--- config.mk ---
export PLATFORM = sky130hd
export DESIGN_NAME = sa_sched_flat
export DESIGN_NICKNAME = d
export VERILOG_FILES = /design/src/rtl/sa_sched_if.sv /design/src/rtl/sa_sched.sv /design/src/flat_wrapper.sv
export SDC_FILE = /design/constraint.sdc
export NUM_CORES = 2
export LEC_CHECK = 0
export ABC_AREA = 1
export BUFFER_PORTS_ARGS = -buffer_cell sky130_fd_sc_hd__buf_2
export CAP_MARGIN = 10
export CORE_AREA = 4 4 652 654
export CTS_BUF_LIST = sky130_fd_sc_hd__clkbuf_16
export DETAILED_ROUTE_END_ITERATION = 10
export DIE_AREA = 0 0 656 658
export GPL_TIMING_DRIVEN = 1
export PLACE_DENSITY_LB_ADDON = 0.05
export SLEW_MARGIN = 15
export SYNTH_ARGS = -nofsm -noshare
export SYNTH_HDL_FRONTEND = slang
export SYNTH_SLANG_ARGS = --single-unit
export TNS_END_PERCENT = 5
--- constraint.sdc ---
create_clock -name clk -period 4.7 [get_ports clk]
set_input_delay 0.705 -clock clk [delete_from_list [all_inputs] [get_ports clk]]
set_output_delay 0.705 -clock clk [all_outputs]
set_load 0.03 [all_outputs]
--- src/rtl/sa_sched_if.sv ---
// Host-side and array-side signal bundle for the systolic array scheduler.
// The slave modport is the scheduler's view; the master modport is the view of the host and array around it.
interface sa_sched_if #(
    parameter int DIMENSION = 4,
    parameter int BIT_W     = 32,
    parameter int LEN_W     = 16
);
    logic                             start;
    logic [LEN_W-1:0]                 len;
    logic                             w_load;
    logic [DIMENSION*DIMENSION*BIT_W-1:0] w_data;
    logic                             in_valid;
    logic [DIMENSION*BIT_W-1:0]       in_data;
    logic                             in_ready;
    logic [DIMENSION*BIT_W-1:0]       sa_left;
    logic [DIMENSION*BIT_W-1:0]       sa_top;
    logic [DIMENSION*DIMENSION*BIT_W-1:0] sa_weights;
    logic [DIMENSION*BIT_W-1:0]       sa_right;
    logic                             out_valid;
    logic [DIMENSION*BIT_W-1:0]       out_data;
    logic                             busy;
    logic                             done;

    modport slave (
        input  start, len, w_load, w_data, in_valid, in_data, sa_right,
        output in_ready, sa_left, sa_top, sa_weights, out_valid, out_data, busy, done
    );

    modport master (
        output start, len, w_load, w_data, in_valid, in_data, sa_right,
        input  in_ready, sa_left, sa_top, sa_weights, out_valid, out_data, busy, done
    );
endinterface

--- src/rtl/sa_sched.sv ---
// Systolic array job scheduler: skews activation vectors into the array, deskews the results,
// and tracks each job through IDLE/STREAM/DRAIN with a token pipeline that marks valid results.
module sa_sched #(
    parameter int DIMENSION = 4,
    parameter int BIT_W     = 32,
    parameter int SA_LAT    = 4,
    parameter int LEN_W     = 16
) (
    input  logic     clk,
    input  logic     rst,
    sa_sched_if.slave sif
);
    localparam int LAT_TOT = SA_LAT + DIMENSION - 1;
    localparam int DCNT_W  = $clog2(LAT_TOT + 1);
    localparam int W_W     = DIMENSION * DIMENSION * BIT_W;

    typedef enum logic [1:0] {
        S_IDLE   = 2'd0,
        S_STREAM = 2'd1,
        S_DRAIN  = 2'd2
    } state_e;

    state_e              state_q, state_d;
    logic [LEN_W-1:0]    len_q, len_d;
    logic [LEN_W-1:0]    cnt_q, cnt_d;
    logic [DCNT_W-1:0]   dcnt_q, dcnt_d;
    logic                done_q, done_d;
    logic [W_W-1:0]      w_q, w_d;
    logic [LAT_TOT:0]    tok_q, tok_d;
    logic                accept_s;
    logic [BIT_W-1:0]    left_s [DIMENSION];
    logic [BIT_W-1:0]    res_s  [DIMENSION];

    assign accept_s = sif.in_valid && (state_q == S_STREAM);

    // Job sequencing, weight capture and end-of-job pulse.
    always_comb begin
        state_d = state_q;
        len_d   = len_q;
        cnt_d   = cnt_q;
        dcnt_d  = dcnt_q;
        done_d  = 1'b0;
        w_d     = w_q;
        tok_d   = {tok_q[LAT_TOT-1:0], accept_s};
        case (state_q)
            S_IDLE: begin
                if (sif.w_load) begin
                    w_d = sif.w_data;
                end else begin
                    w_d = w_q;
                end
                if (sif.start && (sif.len == '0)) begin
                    done_d = 1'b1;
                end else if (sif.start) begin
                    state_d = S_STREAM;
                    len_d   = sif.len;
                    cnt_d   = '0;
                end else begin
                    state_d = S_IDLE;
                end
            end
            S_STREAM: begin
                if (accept_s && (cnt_q == len_q - LEN_W'(1))) begin
                    state_d = S_DRAIN;
                    cnt_d   = '0;
                    dcnt_d  = '0;
                end else if (accept_s) begin
                    cnt_d = cnt_q + LEN_W'(1);
                end else begin
                    cnt_d = cnt_q;
                end
            end
            S_DRAIN: begin
                // done is registered, so raise it one cycle early to land on the last result
                if (dcnt_q == DCNT_W'(LAT_TOT - 1)) begin
                    done_d = 1'b1;
                end else begin
                    done_d = 1'b0;
                end
                if (dcnt_q == DCNT_W'(LAT_TOT)) begin
                    state_d = S_IDLE;
                    dcnt_d  = '0;
                end else begin
                    dcnt_d = dcnt_q + DCNT_W'(1);
                end
            end
            default: begin
                state_d = S_IDLE;
            end
        endcase
    end

    // Control and weight registers.
    always_ff @(posedge clk) begin
        if (rst) begin
            state_q <= S_IDLE;
            len_q   <= '0;
            cnt_q   <= '0;
            dcnt_q  <= '0;
            done_q  <= 1'b0;
            w_q     <= '0;
            tok_q   <= '0;
        end else begin
            state_q <= state_d;
            len_q   <= len_d;
            cnt_q   <= cnt_d;
            dcnt_q  <= dcnt_d;
            done_q  <= done_d;
            w_q     <= w_d;
            tok_q   <= tok_d;
        end
    end

    for (genvar g = 0; g < DIMENSION; g++) begin : g_lane
        localparam int SKD = g + 1;
        localparam int DSD = DIMENSION - 1 - g;

        logic [BIT_W-1:0] skew_q [SKD];
        logic [BIT_W-1:0] skew_d [SKD];

        // Skew shift register; idle cycles push zeros so the array sees clean bubbles.
        always_comb begin
            skew_d[0] = accept_s ? sif.in_data[g*BIT_W +: BIT_W] : '0;
            for (int s = 1; s < SKD; s++) begin
                skew_d[s] = skew_q[s-1];
            end
        end

        // Skew stage registers.
        always_ff @(posedge clk) begin
            if (rst) begin
                for (int s = 0; s < SKD; s++) begin
                    skew_q[s] <= '0;
                end
            end else begin
                skew_q <= skew_d;
            end
        end

        assign left_s[g] = skew_q[SKD-1];

        if (DSD > 0) begin : g_dsk
            logic [BIT_W-1:0] dsk_q [DSD];
            logic [BIT_W-1:0] dsk_d [DSD];

            // Deskew shift register aligning this lane with the last lane.
            always_comb begin
                dsk_d[0] = sif.sa_right[g*BIT_W +: BIT_W];
                for (int s = 1; s < DSD; s++) begin
                    dsk_d[s] = dsk_q[s-1];
                end
            end

            // Deskew stage registers.
            always_ff @(posedge clk) begin
                if (rst) begin
                    for (int s = 0; s < DSD; s++) begin
                        dsk_q[s] <= '0;
                    end
                end else begin
                    dsk_q <= dsk_d;
                end
            end

            assign res_s[g] = dsk_q[DSD-1];
        end else begin : g_nodsk
            assign res_s[g] = sif.sa_right[g*BIT_W +: BIT_W];
        end
    end

    // Pack per-lane feeds and results onto the bus.
    always_comb begin
        sif.sa_left  = '0;
        sif.out_data = '0;
        for (int i = 0; i < DIMENSION; i++) begin
            sif.sa_left[i*BIT_W +: BIT_W]  = left_s[i];
            sif.out_data[i*BIT_W +: BIT_W] = res_s[i];
        end
    end

    assign sif.sa_top     = '0;
    assign sif.sa_weights = w_q;
    assign sif.in_ready   = (state_q == S_STREAM);
    assign sif.busy       = (state_q != S_IDLE);
    assign sif.done       = done_q;
    assign sif.out_valid  = tok_q[LAT_TOT];
endmodule
--- src/flat_wrapper.sv ---
// flat-port wrapper written by rule: the top's interface ports become plain ports
module sa_sched_flat 
#(
    parameter int DIMENSION = 4,
    parameter int BIT_W     = 32,
    parameter int SA_LAT    = 4,
    parameter int LEN_W     = 16
)
  (clk, rst, sif_start, sif_len, sif_w_load, sif_w_data, sif_in_valid, sif_in_data, sif_sa_right, sif_in_ready, sif_sa_left, sif_sa_top, sif_sa_weights, sif_out_valid, sif_out_data, sif_busy, sif_done);
  sa_sched_if #(.DIMENSION(DIMENSION), .BIT_W(BIT_W), .LEN_W(LEN_W)) sif_i ();
  input  logic clk;
  input  logic rst;
  input wire logic [$bits(sif_i.start)-1:0] sif_start;
  input wire logic [$bits(sif_i.len)-1:0] sif_len;
  input wire logic [$bits(sif_i.w_load)-1:0] sif_w_load;
  input wire logic [$bits(sif_i.w_data)-1:0] sif_w_data;
  input wire logic [$bits(sif_i.in_valid)-1:0] sif_in_valid;
  input wire logic [$bits(sif_i.in_data)-1:0] sif_in_data;
  input wire logic [$bits(sif_i.sa_right)-1:0] sif_sa_right;
  output wire logic [$bits(sif_i.in_ready)-1:0] sif_in_ready;
  output wire logic [$bits(sif_i.sa_left)-1:0] sif_sa_left;
  output wire logic [$bits(sif_i.sa_top)-1:0] sif_sa_top;
  output wire logic [$bits(sif_i.sa_weights)-1:0] sif_sa_weights;
  output wire logic [$bits(sif_i.out_valid)-1:0] sif_out_valid;
  output wire logic [$bits(sif_i.out_data)-1:0] sif_out_data;
  output wire logic [$bits(sif_i.busy)-1:0] sif_busy;
  output wire logic [$bits(sif_i.done)-1:0] sif_done;
  assign sif_i.start = sif_start;
  assign sif_i.len = sif_len;
  assign sif_i.w_load = sif_w_load;
  assign sif_i.w_data = sif_w_data;
  assign sif_i.in_valid = sif_in_valid;
  assign sif_i.in_data = sif_in_data;
  assign sif_i.sa_right = sif_sa_right;
  assign sif_in_ready = sif_i.in_ready;
  assign sif_sa_left = sif_i.sa_left;
  assign sif_sa_top = sif_i.sa_top;
  assign sif_sa_weights = sif_i.sa_weights;
  assign sif_out_valid = sif_i.out_valid;
  assign sif_out_data = sif_i.out_data;
  assign sif_busy = sif_i.busy;
  assign sif_done = sif_i.done;
  sa_sched #(.DIMENSION(DIMENSION), .BIT_W(BIT_W), .SA_LAT(SA_LAT), .LEN_W(LEN_W)) u_core (.clk(clk), .rst(rst), .sif(sif_i));
endmodule
; ---- Word-level counts from Yosys, hierarchy flattened
; Cells that the tools add are included.
[word_totals]
output_inout_bits = 900
word_cells = 68
reg_bits = 1070
[classes]
n_eq_ne = 10
n_reduce_logical = 14
add_sub_neg = 3
n_mux = 16
bitwise_logic = 2
[ops]
columns = op, count
row1 = $mux W16, 4
row2 = $pmux W16 S2, 1
row3 = $add A16 B1 Y16 const B, 1
row4 = $eq A16 B16 Y1, 1
row5 = $logic_not A16 Y1, 1
row6 = $sub A16 B1 Y16 const B, 1
row7 = $eq A3 B3 Y1 const B, 2
row8 = $mux W2, 3
row9 = $mux W3, 2
row10 = $pmux W2 S3, 1
row11 = $pmux W3 S2, 1
row12 = $reduce_and A3 Y1, 2
row13 = $reduce_bool A2 Y1, 3
row14 = $ne A2 B1 Y1 const B, 2
row15 = $ne A2 B2 Y1 const B, 2
row16 = $reduce_and A2 Y1, 2
row17 = $reduce_and A4 Y1, 1
row18 = $add A3 B1 Y3 const B, 1
row19 = $logic_and A1 B1 Y1, 3
row20 = $mux W1, 3
row21 = $ne A3 B1 Y1 const B, 1
row22 = $eq A2 B1 Y1 const B, 1
row23 = $eq A2 B2 Y1 const B, 1
row24 = $logic_not A2 Y1, 1
row25 = other kinds (3), 4

; ---- Logic depth before layout (Yosys ltp)
[logic_depth]
depth_word = 5
depth_mapped = 16
depth_no_buf = 15

; ---- Worst setup path after synthesis
; Ideal clock, no wire load.
[synth_timing]
path_type = input to register
from = input port sif_len[13]
to = register u_core.cnt_q[13]
arrival_ns = 1.800
cell_stages = 10
n_path_buf = 1
setup_slack_ns = 2.784
path_cell_list = nor2_1 > nand2_1 > nor2_1 > nand3_1 > nand2_1 > inv_1 > buf_4 > nand2_1 > xor2_1 > nor2_2
[synth_between]
elab_chain_len = 4
[synth_lines]
columns = element, line
row1 = from (decl), flat_wrapper.sv:14  ; input wire logic [$bits(sif_i.len)-1:0] sif_len;
row2 = $logic_not A16 Y1, sa_sched.sv:52  ; if (sif.start && (sif.len == '0)) begin
row3 = $logic_and A1 B1 Y1, sa_sched.sv:52
row4 = $ne A2 B2 Y1 (no source line), -
row5 = $reduce_and A4 Y1 (no source line), -
row6 = to (signal assigned), sa_sched.sv:106  ; cnt_q <= cnt_d;
row7 = to (decl), sa_sched.sv:25  ; logic [LEN_W-1:0] cnt_q, cnt_d;
; No other way between the ends.
; A chain may end at the register's enable or synchronous reset.

; ---- Worst setup path after layout
[layout_timing]
from = register u_core.state_q[0]
to = register u_core.w_q[22], in the netlist u_core.sif.sa_weights[22]
[layout_between]
elab_chain_len = 2
[layout_lines]
columns = element, line
row1 = from (decl), sa_sched.sv:23  ; state_e state_q, state_d;
row2 = from (signal assigned), sa_sched.sv:104  ; state_q <= state_d;
row3 = $logic_not A2 Y1, sa_sched.sv:45  ; case (state_q)
row4 = $reduce_and A2 Y1 (no source line), -
row5 = to (signal assigned), sa_sched.sv:109  ; w_q <= w_d;
row6 = to (decl), sa_sched.sv:28  ; logic [W_W-1:0] w_q, w_d;
; No other way between the ends.

==> out/metrics.yaml <==
use_met1_pct: 14.8
synth_edf_count: 0
route.detailed.drc: 0
cts.sinks: 1070
final_nets: 7000
r2r_cells: 6
syn-instance-count: 4391
hold_viol_final: 0
yosys_warnings: 0
vias: 34800
synth_mux_area_share_pct: 0
numCtsBuffers: 168
placementRows: 238
outcome: "finished clean"
power_density_nw_per_um2: 446
layout_setup_ws_ps: 1930
grt_pass1_wl_um: 357000
period_minus_slack_ps: 2770
rr_startpoint: "u_core.state_q[0]"
synth_ff_type: "dfxtp_1"
critical_path_class: "flop to flop"
period_share_pct: 58.8
cts_tree: "done"
p_leak_nw: 26.4
setup_tns_ps: 0
core_sq_um: 419000
yosys.area.top_type: "dfxtp_1"
postSynthAreaPerCell_sq_um: 8.09
synth_top_area_share_pct: 60.3
hold_class: "input port to flop"
start_kind: "flop"
r2r-end: "u_core.sif.sa_weights[22]"
async_reset_ff_share_pct: 0
synthAdderAreaFrac_pct: 0.176
ctsHoldBuffers: 367
gr-total-overflow: 0
area_growth_syn_to_layout_pct: 62.7
ir_worst_vdd_uv: 236
relSlewSlack_pct: 20.9
worstPathMaxFanout: 68
required_ps: 5370
vias_per_cell: 2.92
rsz0062_at_grt: "false"
start_util_pct: 8.47
grtUsageTotal_pct: 12.3
grt_max_degree: 147
min_path_cells: 3
fp.dieH_um: 658
use_met3_pct: 4.12
drt_iter0_markers: 1414
synth-seq-cells: 1070
drv_slew: 0
place_congestion: 0.820
synth_cell_types: 31
root_buffer: "clkbuf_16"
routed_wl_um: 277000
clk_path_buf_depth: 4
setup_viol: 0
cap_violations: 0
port_buffers: 1496
skew_ps: 28.3
fp.dieW_um: 656
antenna_found_initial: 240
synth_top_family_by_area: "simple AND/OR/NAND/NOR gates"
dieArea_sq_um: 432000
busiest_layer: "met2"
r2r_slack_ps: 1930
end_kind: "flop"
clk_latency_ps: 840
place_ws_ps: 1070
firstDrtPassIters: 5
synthTopCellsByArea: "dfxtp_1, nor2_1, o21ai_0, inv_1, buf_4"
synth_compound_area_share_pct: 7.86
grtUsageMet2_pct: 21.2
netlist_top_cells_count: "nor2_1, dfxtp_1, inv_1"
grt_pass1_vias: 35200
worst_slew_pin_slew_ps: 1170
post_cts_buffers: 0
hold_start: "sif_w_data[86]"
drive_gt1_share_pct: 28.0
synthSimpleGateAreaFrac_pct: 19.1
post_drt_wl_per_cell_um: 23.2
io_pins: 1689
synth_xor_xnor_area_share_pct: 0.518
yosysMostFrequentCell: "nor2_1"
dpl.hpwl_um: 226000
cts_resized: 0
antenna_left: 0
holdPathEnd: "u_core.sif.sa_weights[86]"
ys_seq_area_share_pct: 60.3
cts_max_level: 4
cp_data_arrival_time_ps: 3440
timing.fmax_ghz: 0.362
synthesis.area_sq_um: 35500
path_clk_slew_ps: 60
-- cell type report --
type | count | area [sq um]
tap | 5520 | 6910
timing repair buffer | 1913 | 11800
multi-input combinational | 2480 | 10300
clock inverter | 130 | 815
sequential | 1070 | 21400
fill | 48500 | 362000
inverter | 573 | 2170
antenna | 55 | 138
clock buffer | 169 | 4230
-- worst max path at each step --
stage                            startpoint                        end  slack, ps  cells after the start
after floorplan                 sif_len[13]           u_core.cnt_q[13]       2780                     10
after global placement          sif_len[11]            u_core.len_q[7]        980                      8
after detailed placement        sif_len[13]            u_core.len_q[7]       1070                      8
after CTS                 u_core.state_q[0]            u_core.len_q[7]       1730                      6
after global routing      u_core.state_q[0]            u_core.len_q[7]       1700                      6
final                     u_core.state_q[0]  u_core.sif.sa_weights[22]       1930                      6
-- cells by family after synthesis --
family / Yosys count
fa+ha+maj: 5
xor+xnor: 21
other cells: 1
buf+inv: 968
simple gates: 1769
compound gates: 557
flops: 1070
-- report_power, final --
part,internal [mW],switching [mW],total (mW)
clock network,6.74,5.13,11.9
registers,9.60,0.293,9.89
logic,1.13,2.87,3.99
-- routing by layer --
layer	vias to the layer above	part of all wire, %
met3	455	8.1
met2	1313	48
met5	-	0.17
li1	16600	-
met1	16300	41
met4	80	2.5
-- critical path: stages, from the launching register on --
cell and delay [ps]:
dfxtp_1 330, nor2_1 210, nand2_4 350, buf_12 360, buf_12 300, o21ai_0 650, nor2_1 70
-- state kept, by name, summed over array words and instances (netlist names), 32 cells and up --
register,flops
u_core.g_lane.skew_d,192
u_core.g_lane.g_dsk.dsk_d,96
u_core.sif.out_data,64
u_core.g_lane.g_dsk.dsk_q,32
u_core.g_lane.skew_q,32
u_core.sif.sa_left,96
u_core.sif.sa_weights,512
-- layout by cell type (no fill, tap or decap), types with 14 or more instances in the layout --
cell,n
buf_12,19
xor2_1,16
dlygate4sd3_1,367
nand3_1,22
conb_1,128
buf_2,1495
inv_1,624
diode_2,55
clkinv_1,41
clkbuf_16,169
o21ai_0,534
nand2_1,98
nor2_1,1608
dfxtp_1,1070
a21oi_1,20
buf_4,31
clkinv_2,14
-- per-stage QoR --
step | util, % | area (sq um) | power, mW | std cells | hold WS [ps]
after global placement | 11.7 | 48900 | 14.0 | 11200 | 390
after detailed placement | 11.7 | 48900 | 13.9 | 11200 | 392
final | 13.8 | 57800 | 25.8 | 11900 | 127
after global routing | 13.8 | 57700 | 27.2 | 11900 | 62.5
after floorplan | - | 36000 | 12.1 | 4518 | 388
after CTS | 13.7 | 57600 | 26.8 | 11900 | 0.157
No activity file was read; power rests on OpenSTA's default activity.
